<file path="src/rtl/spi_pkg.sv">
// Definitions shared by the SPI master and target cores: FSM state encoding
// and the CPOL/CPHA mode constants both ends of the bus must agree on.
package spi_pkg;

  typedef enum logic [1:0] {
    S_IDLE  = 2'd0,
    S_LOAD  = 2'd1,
    S_SHIFT = 2'd2
  } spi_state_e;

  // SCLK idle level
  localparam bit CPOL_LOW   = 1'b0;
  localparam bit CPOL_HIGH  = 1'b1;

  // Which SCLK edge samples data
  localparam bit CPHA_LEAD  = 1'b0;
  localparam bit CPHA_TRAIL = 1'b1;

  // Conventional SPI mode number 0..3 for a given CPOL/CPHA pair
  function automatic logic [1:0] spi_mode(input logic cpol, input logic cpha);
    return {cpol, cpha};
  endfunction

endpackage

</file>
<file path="src/rtl/spi_sync_edge.sv">
// Multi-flop synchroniser for one asynchronous SPI pin, followed by a history
// flop so rising/falling edges of the synchronised level can be detected.
module spi_sync_edge #(
  parameter int   SYNC_STG = 2,
  parameter logic RST_VAL  = 1'b0
) (
  input  logic clk,
  input  logic rst_n,
  input  logic din,
  output logic dout,
  output logic rise,
  output logic fall
);

  logic [SYNC_STG-1:0] sync_q;
  logic [SYNC_STG-1:0] sync_d;
  logic                hist_q;
  logic                hist_d;

  always_comb begin
    sync_d = {sync_q[SYNC_STG-2:0], din};
    hist_d = sync_q[SYNC_STG-1];
  end

  // Reset to the pin's idle level so no spurious edge appears after reset
  always_ff @(posedge clk or negedge rst_n) begin
    if (!rst_n) begin
      sync_q <= {SYNC_STG{RST_VAL}};
      hist_q <= RST_VAL;
    end else begin
      sync_q <= sync_d;
      hist_q <= hist_d;
    end
  end

  assign dout = sync_q[SYNC_STG-1];
  assign rise = dout & ~hist_q;
  assign fall = ~dout & hist_q;

endmodule

</file>
<file path="src/rtl/spi_slave_core.sv">
// SPI target endpoint: oversamples the host's SCLK/CS_N/MOSI in the clk domain,
// deserialises MOSI words to rx_* and serialises held tx_* words onto MISO.
module spi_slave_core
  import spi_pkg::*;
#(
  parameter int REG_WIDTH = 16,
  parameter bit CPOL      = CPOL_HIGH,
  parameter bit CPHA      = CPHA_TRAIL,
  parameter int SYNC_STG  = 2
) (
  input  logic                 clk,
  input  logic                 rst_n,
  input  logic                 SPI_CS_N,
  input  logic                 SPI_SCLK,
  input  logic                 SPI_MOSI,
  output logic                 SPI_MISO,
  output logic                 SPI_MISO_OE,
  input  logic [REG_WIDTH-1:0] tx_data,
  input  logic                 tx_valid,
  output logic                 tx_ready,
  output logic [REG_WIDTH-1:0] rx_data,
  output logic                 rx_valid,
  output logic                 busy,
  output logic                 underrun,
  output logic                 frame_err
);

  localparam int                CNT_W    = $clog2(REG_WIDTH);
  localparam logic [CNT_W-1:0] CNT_LAST = CNT_W'(REG_WIDTH - 1);

  logic cs_sync, cs_rise, cs_fall;
  logic sclk_lvl_unused, sclk_rise, sclk_fall;
  logic mosi_sync, mosi_rise_unused, mosi_fall_unused;

  spi_sync_edge #(.SYNC_STG(SYNC_STG), .RST_VAL(1'b1)) u_sync_cs (
    .clk  (clk),
    .rst_n(rst_n),
    .din  (SPI_CS_N),
    .dout (cs_sync),
    .rise (cs_rise),
    .fall (cs_fall)
  );

  spi_sync_edge #(.SYNC_STG(SYNC_STG), .RST_VAL(CPOL)) u_sync_sclk (
    .clk  (clk),
    .rst_n(rst_n),
    .din  (SPI_SCLK),
    .dout (sclk_lvl_unused),
    .rise (sclk_rise),
    .fall (sclk_fall)
  );

  // Same depth as SCLK, so the synced MOSI is aligned with the detected edge
  spi_sync_edge #(.SYNC_STG(SYNC_STG), .RST_VAL(1'b0)) u_sync_mosi (
    .clk  (clk),
    .rst_n(rst_n),
    .din  (SPI_MOSI),
    .dout (mosi_sync),
    .rise (mosi_rise_unused),
    .fall (mosi_fall_unused)
  );

  logic lead_edge, trail_edge, sample_edge, shift_edge;

  assign lead_edge   = CPOL ? sclk_fall : sclk_rise;
  assign trail_edge  = CPOL ? sclk_rise : sclk_fall;
  assign sample_edge = CPHA ? trail_edge : lead_edge;
  assign shift_edge  = CPHA ? lead_edge : trail_edge;

  spi_state_e           state_q, state_d;
  logic [REG_WIDTH-1:0] tx_shift_q, tx_shift_d;
  logic [REG_WIDTH-1:0] rx_shift_q, rx_shift_d;
  logic [CNT_W-1:0]     cnt_q, cnt_d;
  logic [REG_WIDTH-1:0] rx_data_q, rx_data_d;
  logic                 rx_valid_q, rx_valid_d;
  logic                 underrun_q, underrun_d;
  logic                 frame_err_q, frame_err_d;
  logic [REG_WIDTH-1:0] hold_q, hold_d;
  logic                 hold_full_q, hold_full_d;
  logic                 reload_pend_q, reload_pend_d;
  logic                 load_req;
  logic                 hold_wr;
  logic [REG_WIDTH-1:0] rx_word;

  assign rx_word = {rx_shift_q[REG_WIDTH-2:0], mosi_sync};
  assign hold_wr = tx_valid && !hold_full_q;

  always_comb begin
    state_d       = state_q;
    tx_shift_d    = tx_shift_q;
    rx_shift_d    = rx_shift_q;
    cnt_d         = cnt_q;
    rx_data_d     = rx_data_q;
    rx_valid_d    = 1'b0;
    underrun_d    = 1'b0;
    frame_err_d   = 1'b0;
    reload_pend_d = reload_pend_q;
    load_req      = 1'b0;

    case (state_q)
      S_IDLE: begin
        if (cs_fall) state_d = S_LOAD;
      end

      S_LOAD: begin
        load_req      = 1'b1;
        cnt_d         = '0;
        rx_shift_d    = '0;
        reload_pend_d = 1'b0;
        state_d       = cs_rise ? S_IDLE : S_SHIFT;
      end

      S_SHIFT: begin
        if (cs_rise) begin
          state_d       = S_IDLE;
          frame_err_d   = (cnt_q != '0);
          cnt_d         = '0;
          reload_pend_d = 1'b0;
        end else if (sample_edge) begin
          rx_shift_d = rx_word;
          if (cnt_q == CNT_LAST) begin
            rx_data_d     = rx_word;
            rx_valid_d    = 1'b1;
            cnt_d         = '0;
            reload_pend_d = 1'b1;
          end else begin
            cnt_d = cnt_q + CNT_W'(1);
          end
        end else if (shift_edge) begin
          // First shift edge after a completed word presents the next word's MSB
          if (reload_pend_q) begin
            load_req      = 1'b1;
            reload_pend_d = 1'b0;
          end else if (!((CPHA == 1'b1) && (cnt_q == '0))) begin
            tx_shift_d = tx_shift_q << 1;
          end
        end
      end

      default: state_d = S_IDLE;
    endcase

    if (load_req) begin
      tx_shift_d = hold_full_q ? hold_q : '0;
      underrun_d = !hold_full_q;
    end
  end

  // A write in the same clk as a reload lands after the reload took the old content
  always_comb begin
    hold_d      = hold_q;
    hold_full_d = hold_full_q;
    if (load_req) hold_full_d = 1'b0;
    if (hold_wr) begin
      hold_d      = tx_data;
      hold_full_d = 1'b1;
    end
  end

  always_ff @(posedge clk or negedge rst_n) begin
    if (!rst_n) begin
      state_q       <= S_IDLE;
      tx_shift_q    <= '0;
      rx_shift_q    <= '0;
      cnt_q         <= '0;
      rx_data_q     <= '0;
      rx_valid_q    <= 1'b0;
      underrun_q    <= 1'b0;
      frame_err_q   <= 1'b0;
      hold_q        <= '0;
      hold_full_q   <= 1'b0;
      reload_pend_q <= 1'b0;
    end else begin
      state_q       <= state_d;
      tx_shift_q    <= tx_shift_d;
      rx_shift_q    <= rx_shift_d;
      cnt_q         <= cnt_d;
      rx_data_q     <= rx_data_d;
      rx_valid_q    <= rx_valid_d;
      underrun_q    <= underrun_d;
      frame_err_q   <= frame_err_d;
      hold_q        <= hold_d;
      hold_full_q   <= hold_full_d;
      reload_pend_q <= reload_pend_d;
    end
  end

  assign busy        = (state_q != S_IDLE);
  assign SPI_MISO    = tx_shift_q[REG_WIDTH-1];
  assign SPI_MISO_OE = busy && !cs_sync;
  assign tx_ready    = !hold_full_q;
  assign rx_data     = rx_data_q;
  assign rx_valid    = rx_valid_q;
  assign underrun    = underrun_q;
  assign frame_err   = frame_err_q;

endmodule

</file>
<file path="config.mk">
export PLATFORM = sky130hd
export DESIGN_NAME = spi_slave_core
export DESIGN_NICKNAME = d
export VERILOG_FILES = /design/src/rtl/spi_pkg.sv /design/src/rtl/spi_sync_edge.sv /design/src/rtl/spi_slave_core.sv
export SDC_FILE = /design/constraint.sdc
export NUM_CORES = 1
export LEC_CHECK = 0
export CAP_MARGIN = 10
export CORE_MARGIN = 2
export CORE_UTILIZATION = 45
export DETAILED_ROUTE_END_ITERATION = 10
export PLACE_DENSITY = 0.7
export SYNTH_ARGS = -nofsm -noshare
export SYNTH_HDL_FRONTEND = slang
export SYNTH_SLANG_ARGS = --single-unit
</file>
<file path="constraint.sdc">
create_clock -name clk -period 2.4 [get_ports clk]
set_input_delay 0.72 -clock clk [delete_from_list [all_inputs] [get_ports clk]]
set_output_delay 0.72 -clock clk [all_outputs]
set_load 0.05 [all_outputs]
</file>
# Word-level counts from Yosys, hierarchy flattened
# Index checks and enable logic that the tools add are counted.
[classes]
addsub = 1
eq_ne = 14
n_mux = 38
bitwise_logic = 9
n_reduce_logical = 18
[ops]
columns = ["operator", "count"]
rows = [
  ["$mux W16", 8],
  ["$mux W15", 2],
  ["$pmux W15 S2", 1],
  ["$mux W1", 17],
  ["$mux W4", 3],
  ["$ne A2 B2 Y1 const B", 5],
  ["$reduce_bool A2 Y1", 5],
  ["$ne A4 B4 Y1 const B", 2],
  ["$pmux W4 S2", 1],
  ["$mux W2", 3],
  ["$ne A2 B1 Y1 const B", 3],
  ["$pmux W2 S3", 1],
  ["$reduce_and A3 Y1", 2],
  ["$reduce_and A6 Y1", 1],
  ["$not A1 Y1", 5],
  ["$add A4 B1 Y4 const B", 1],
  ["$and A1 B1 Y1", 4],
  ["$eq A4 B4 Y1 const B", 1],
  ["$logic_not A4 Y1", 1],
  ["$pmux W1 S2", 2],
  ["$reduce_and A2 Y1", 2],
  ["$reduce_and A4 Y1", 1],
  ["$reduce_bool A4 Y1", 1],
  ["$ne A3 B3 Y1 const B", 1],
  ["5 further kinds", 7],
]
[totals]
reg_bits = 82
in_bits = 22
output_inout_bits = 23
word_cells = 96

# Longest topological paths before layout
[logic_depth]
ltp_word = 8
depth_mapped = 9
depth_no_buf = 6

# Cells and area by module
# Synthesis repeated with hierarchy kept, for this count alone.
[unflattened]
cells_unflattened = 250
area_unflattened_um2 = 3409.5
[modules_own_cells]
columns = ["mod", "instances", "cells_each", "area_each_um2", "seq_area_each_um2"]
rows = [
  ["spi_slave_core", 1, 235, 3131.8, 1851.8],
  ["spi_sync_edge (u_sync_cs ...)", 2, 5, 93.8, 78.8],
  ["spi_sync_edge (u_sync_mosi)", 1, 5, 90.1, 75.1],
]

# Worst setup path before layout
# Ideal clock, no wire load.
[synth_timing]
path_type = "register to register"
startpoint = "register u_sync_sclk.hist_q"
endpoint = "register tx_shift_q[15]"
setup_time_ps = 121
arrival_time_ps = 1998
t_required_ps = 2279
path_slack_ps = 281
stages_incl_launch_ff = 6
n_path_buf = 1
synth_period_minus_slack_ps = 2119
cell_sequence = "dfstp_2 > or3b_4 > a2111oi_4 > buf_6 > mux2i_1 > o21ai_2"
[synth_via]
elab_chain_cells = 7
word_cells_on_any_way = 15
classes_between = "eq/ne (4); mux (5); bitwise (3); reduce/logical (3)"
[synth_rtl]
columns = ["item", "line", "source"]
rows = [
  ["from (decl)", "spi_sync_edge.sv:17", "logic hist_q;"],
  ["from (signal assigned)", "spi_sync_edge.sv:32", "hist_q <= hist_d;"],
  ["$and A1 B1 Y1 or $not A1 Y1 (tied branches)", "spi_sync_edge.sv:38, spi_sync_edge.sv:37", ""],
  ["$mux W1 or $and A1 B1 Y1 (tied branches)", "spi_slave_core.sv:129, spi_sync_edge.sv:37", ""],
  ["$mux W1", "spi_slave_core.sv:119", "end else if (sample_edge) begin"],
  ["$mux W1", "spi_slave_core.sv:114", "if (cs_rise) begin"],
  ["$pmux W1 S2", "spi_slave_core.sv:100", "case (state_q)"],
  ["$ne A2 B2 Y1 (no source line) (tied with other cells)", "--", ""],
  ["$reduce_and A6 Y1 (no source line)", "--", ""],
  ["to (signal assigned)", "spi_slave_core.sv:175", "tx_shift_q <= tx_shift_d;"],
  ["to (decl)", "spi_slave_core.sv:71", "logic [REG_WIDTH-1:0] tx_shift_q, tx_shift_d;"],
]
# Parallel ways exist; a longest one is shown, timed or not.
# A chain may end at the register's enable or synchronous reset.

# Final worst setup path
[layout_timing]
startpoint = "register rx_data_q[0] (netlist: rx_data[0])"
endpoint = "output port rx_data[0]"
[layout_rtl]
columns = ["item", "line", "source"]
rows = [
  ["from (decl)", "spi_slave_core.sv:74", "logic [REG_WIDTH-1:0] rx_data_q, rx_data_d;"],
  ["from (signal assigned)", "spi_slave_core.sv:178", "rx_data_q <= rx_data_d;"],
  ["to (decl)", "spi_slave_core.sv:21", "output logic [REG_WIDTH-1:0] rx_data,"],
]
# No word-level cell between the ends.

==> reports/metrics.yaml <==
status: "complete, no violations"
gp_congestion: 0.812
yosys_register_bits: 82
io_buffers: 44
ant_nets: 0
crit_type: "flip-flop to primary output"
num_antenna_cells: 0
hpwlAfterDp_mm: 3.86
via_count: 2080
dieHeight_um: 91.0
grtUsageMet1_pct: 20.5
vdd_drop_max_v: 0.000747
post-synth-top-area-cell: "dfrtp_1"
ys_seq_area_share_pct: 60.4
critPathSlowestCell: "clkdlybuf4s50_1"
synth_commonest_cells: "76 x dfrtp_1, 17 x mux2i_1"
fin_skew_ps: 14.8
synth_area_um2: 3410
layout.nets: 327
fin_cells: 404
rows: 31
numClockSinks: 82
ys_async_sr_fraction_pct: 100
cts_resized: 0
grt_overflow: 0
finalHoldWorstSlack_ps: 358
worstPathArrival_ps: 1540
synth_nets: 276
cp_top_family: "buffers and inverters"
htree_num_levels: 3
wirelength_mm: 5.71
post-cts-setup-buffer-count: 0
cp_max_fo: 2
dp.cells: 388
antenna_found_initial: 0
synthCells: 249
wl_per_cell_um: 14.1
drt-initial-drc-count: 56
worstMarginPinSlew_ps: 1100
rsz0062_at_grt: "no"
cp-end-kind: "primary output"
fin_crit_sh_pct: 94.3
gr-usage-all-layers_pct: 14.7
grt_pass1_wl_mm: 9.76
multi_input_area_um2: 1220
ff_latch_area_um2: 2060
clk_latency_ps: 340
netlist_top_cells_area: "dfrtp_1 56%, mux2_1 5.3%, mux2_2 5.3%"
setup_viol: 0
ys.flop_type: "dfrtp_1"
synth_edf_count: 0
hold_viol: 0
worstHoldPathType: "flip-flop to flip-flop"
drive_gt1_share_pct: 22.6
cp_data_required_time_ps: 1680
maxSlewHeadroom_pct: 26.6
synthDistinctLibCells: 40
slowest_delay_ps: 820
clockBufferDepth: 2
viasPerCell: 5.15
fin_tns_setup_ps: 0
yosysTopAreaCellShare_pct: 55.8
drc_errors: 0
grt_max_degree: 83
synth_warnings: 0
gr-usage-met3_pct: 3.73
clockRootBuffer: "clkbuf_8"
grt_pass1_vias: 2008
worst-path-buf-inv: 1
numCtsBuffers: 9
fmax_mhz: 442
drtPass1Iterations: 4
power_per_cell_area_nw_per_um2: 906
area_growth_pct: 22.3
die-area_um2: 8280
ctsHoldBuffers: 0
synth_area_per_cell_um2: 13.7
cap_violations: 0
startpoint_type: "flip-flop"
power_leakage_nw: 1.83
grt_busiest_layer: "met2"
met2_usage_pct: 22.4
cts.clk_slew.worst_paths_ps: 80
min_period_ps: 2260
die_x_um: 91.0
cts_tree: "yes"
report.final.slew_viol_count: 0
fillers: 654
yosysMostFrequentCell: "dfrtp_1"
timing.critical_path.cells: "clkdlybuf4s50_1"
core_area_um2: 7290
start_util_pct: 46.7
ioPinCount: 45
==> state kept, by name, summed over array words and instances (netlist names), 2 cells and up <==
signal / cells
rx_data: 16
u_sync_cs.sync_q: 2
rx_shift_q: 15
u_sync_sclk.sync_q: 2
hold_q: 16
state_q: 2
tx_shift_q: 16
cnt_q: 4
u_sync_mosi.sync_q: 2
==> per-stage QoR <==
step	setup WS [ps]	utilization, %	total power [mW]	area (µm²)
2_1_floorplan	281	-	2.60	3410
3_3_place_gp	347	54.6	2.87	3980
3_5_place_dp	347	54.6	2.90	3980
4_1_cts	118	57.1	3.83	4170
5_1_grt	79.0	57.1	4.01	4170
6_report	138	57.1	3.77	4170
==> cell usage in the layout (no fill, tap or decap), types with 3 or more instances in the layout <==
| cell type | synthesis | routed |
|---|---|---|
| a22o_1 | 16 | 16 |
| nor2_1 | 5 | 5 |
| dfstp_2 | 6 | 6 |
| a21oi_1 | 3 | 3 |
| mux2_2 | 16 | 16 |
| dfrtp_1 | 76 | 76 |
| mux2i_1 | 17 | 17 |
| ha_1 | 5 | 5 |
| clkdlybuf4s50_1 | 0 | 40 |
| clkbuf_8 | 0 | 10 |
| a31oi_1 | 3 | 3 |
| nand2_1 | 5 | 5 |
| nand3_1 | 16 | 16 |
| nand2b_1 | 3 | 3 |
| buf_4 | 3 | 10 |
| o21ai_2 | 9 | 9 |
| buf_12 | 0 | 3 |
| o21ai_1 | 9 | 9 |
| inv_1 | 9 | 9 |
| inv_6 | 0 | 4 |
| mux2_1 | 16 | 16 |
==> kinds of logic (layout without fill, tap and decap cells) <==
| group | count (synthesis) | count (layout) | synth area share [%] |
|---|---|---|---|
| adder cells (fa/ha/maj) | 5 | 5 | 1.84 |
| AND/OR/NAND/NOR | 39 | 39 | 6.24 |
| AO/OA/AOI/OAI | 51 | 51 | 12.1 |
| buffers and inverters | 23 | 79 | 3.78 |
| flip-flops | 82 | 82 | 60.4 |
| multiplexers | 49 | 49 | 15.6 |
==> area by class of cell <==
type                            instances  area share [%]
Clock buffer                           10            3.30
Clock inverter                          6            1.08
Inverter                               10           0.961
Multi-Input combinational cell        144            29.4
Sequential cell                        82            49.4
Tap cell                               99            2.97
Timing Repair Buffer                   53            12.9
==> power breakdown <==
part | switching (mW) | internal, mW | total (mW)
combinational | 0.583 | 0.454 | 1.04
clock | 0.505 | 0.416 | 0.920
sequential | 0.150 | 1.67 | 1.82
total | 1.24 | 2.54 | 3.77
==> per-layer routing <==
| metal | up-vias | routed length (µm) |
|---|---|---|
| li1 | 1000 | - |
| met1 | 1017 | 2700 |
| met2 | 56 | 2660 |
| met3 | 7 | 286 |
| met4 | 0 | 71 |
| met5 | - | 0 |
==> worst paths after layout <==
path / from / cells after the start / endpoint / slack (ps)
min: u_sync_mosi.sync_q[0] / 0 / u_sync_mosi.sync_q[1] / 360
max in group asynchronous: rst_n / 2 / u_sync_cs.hist_q / 1630
min reg2reg: u_sync_mosi.sync_q[0] / 0 / u_sync_mosi.sync_q[1] / 360
min in group asynchronous: rst_n / 2 / cnt_q[1] / 370
max reg2reg: u_sync_cs.sync_q[1] / 4 / rx_shift_q[9] / 340
max: rx_data[0] / 1 / rx_data[0] / 140
Power figures use the tool's default switching activity.
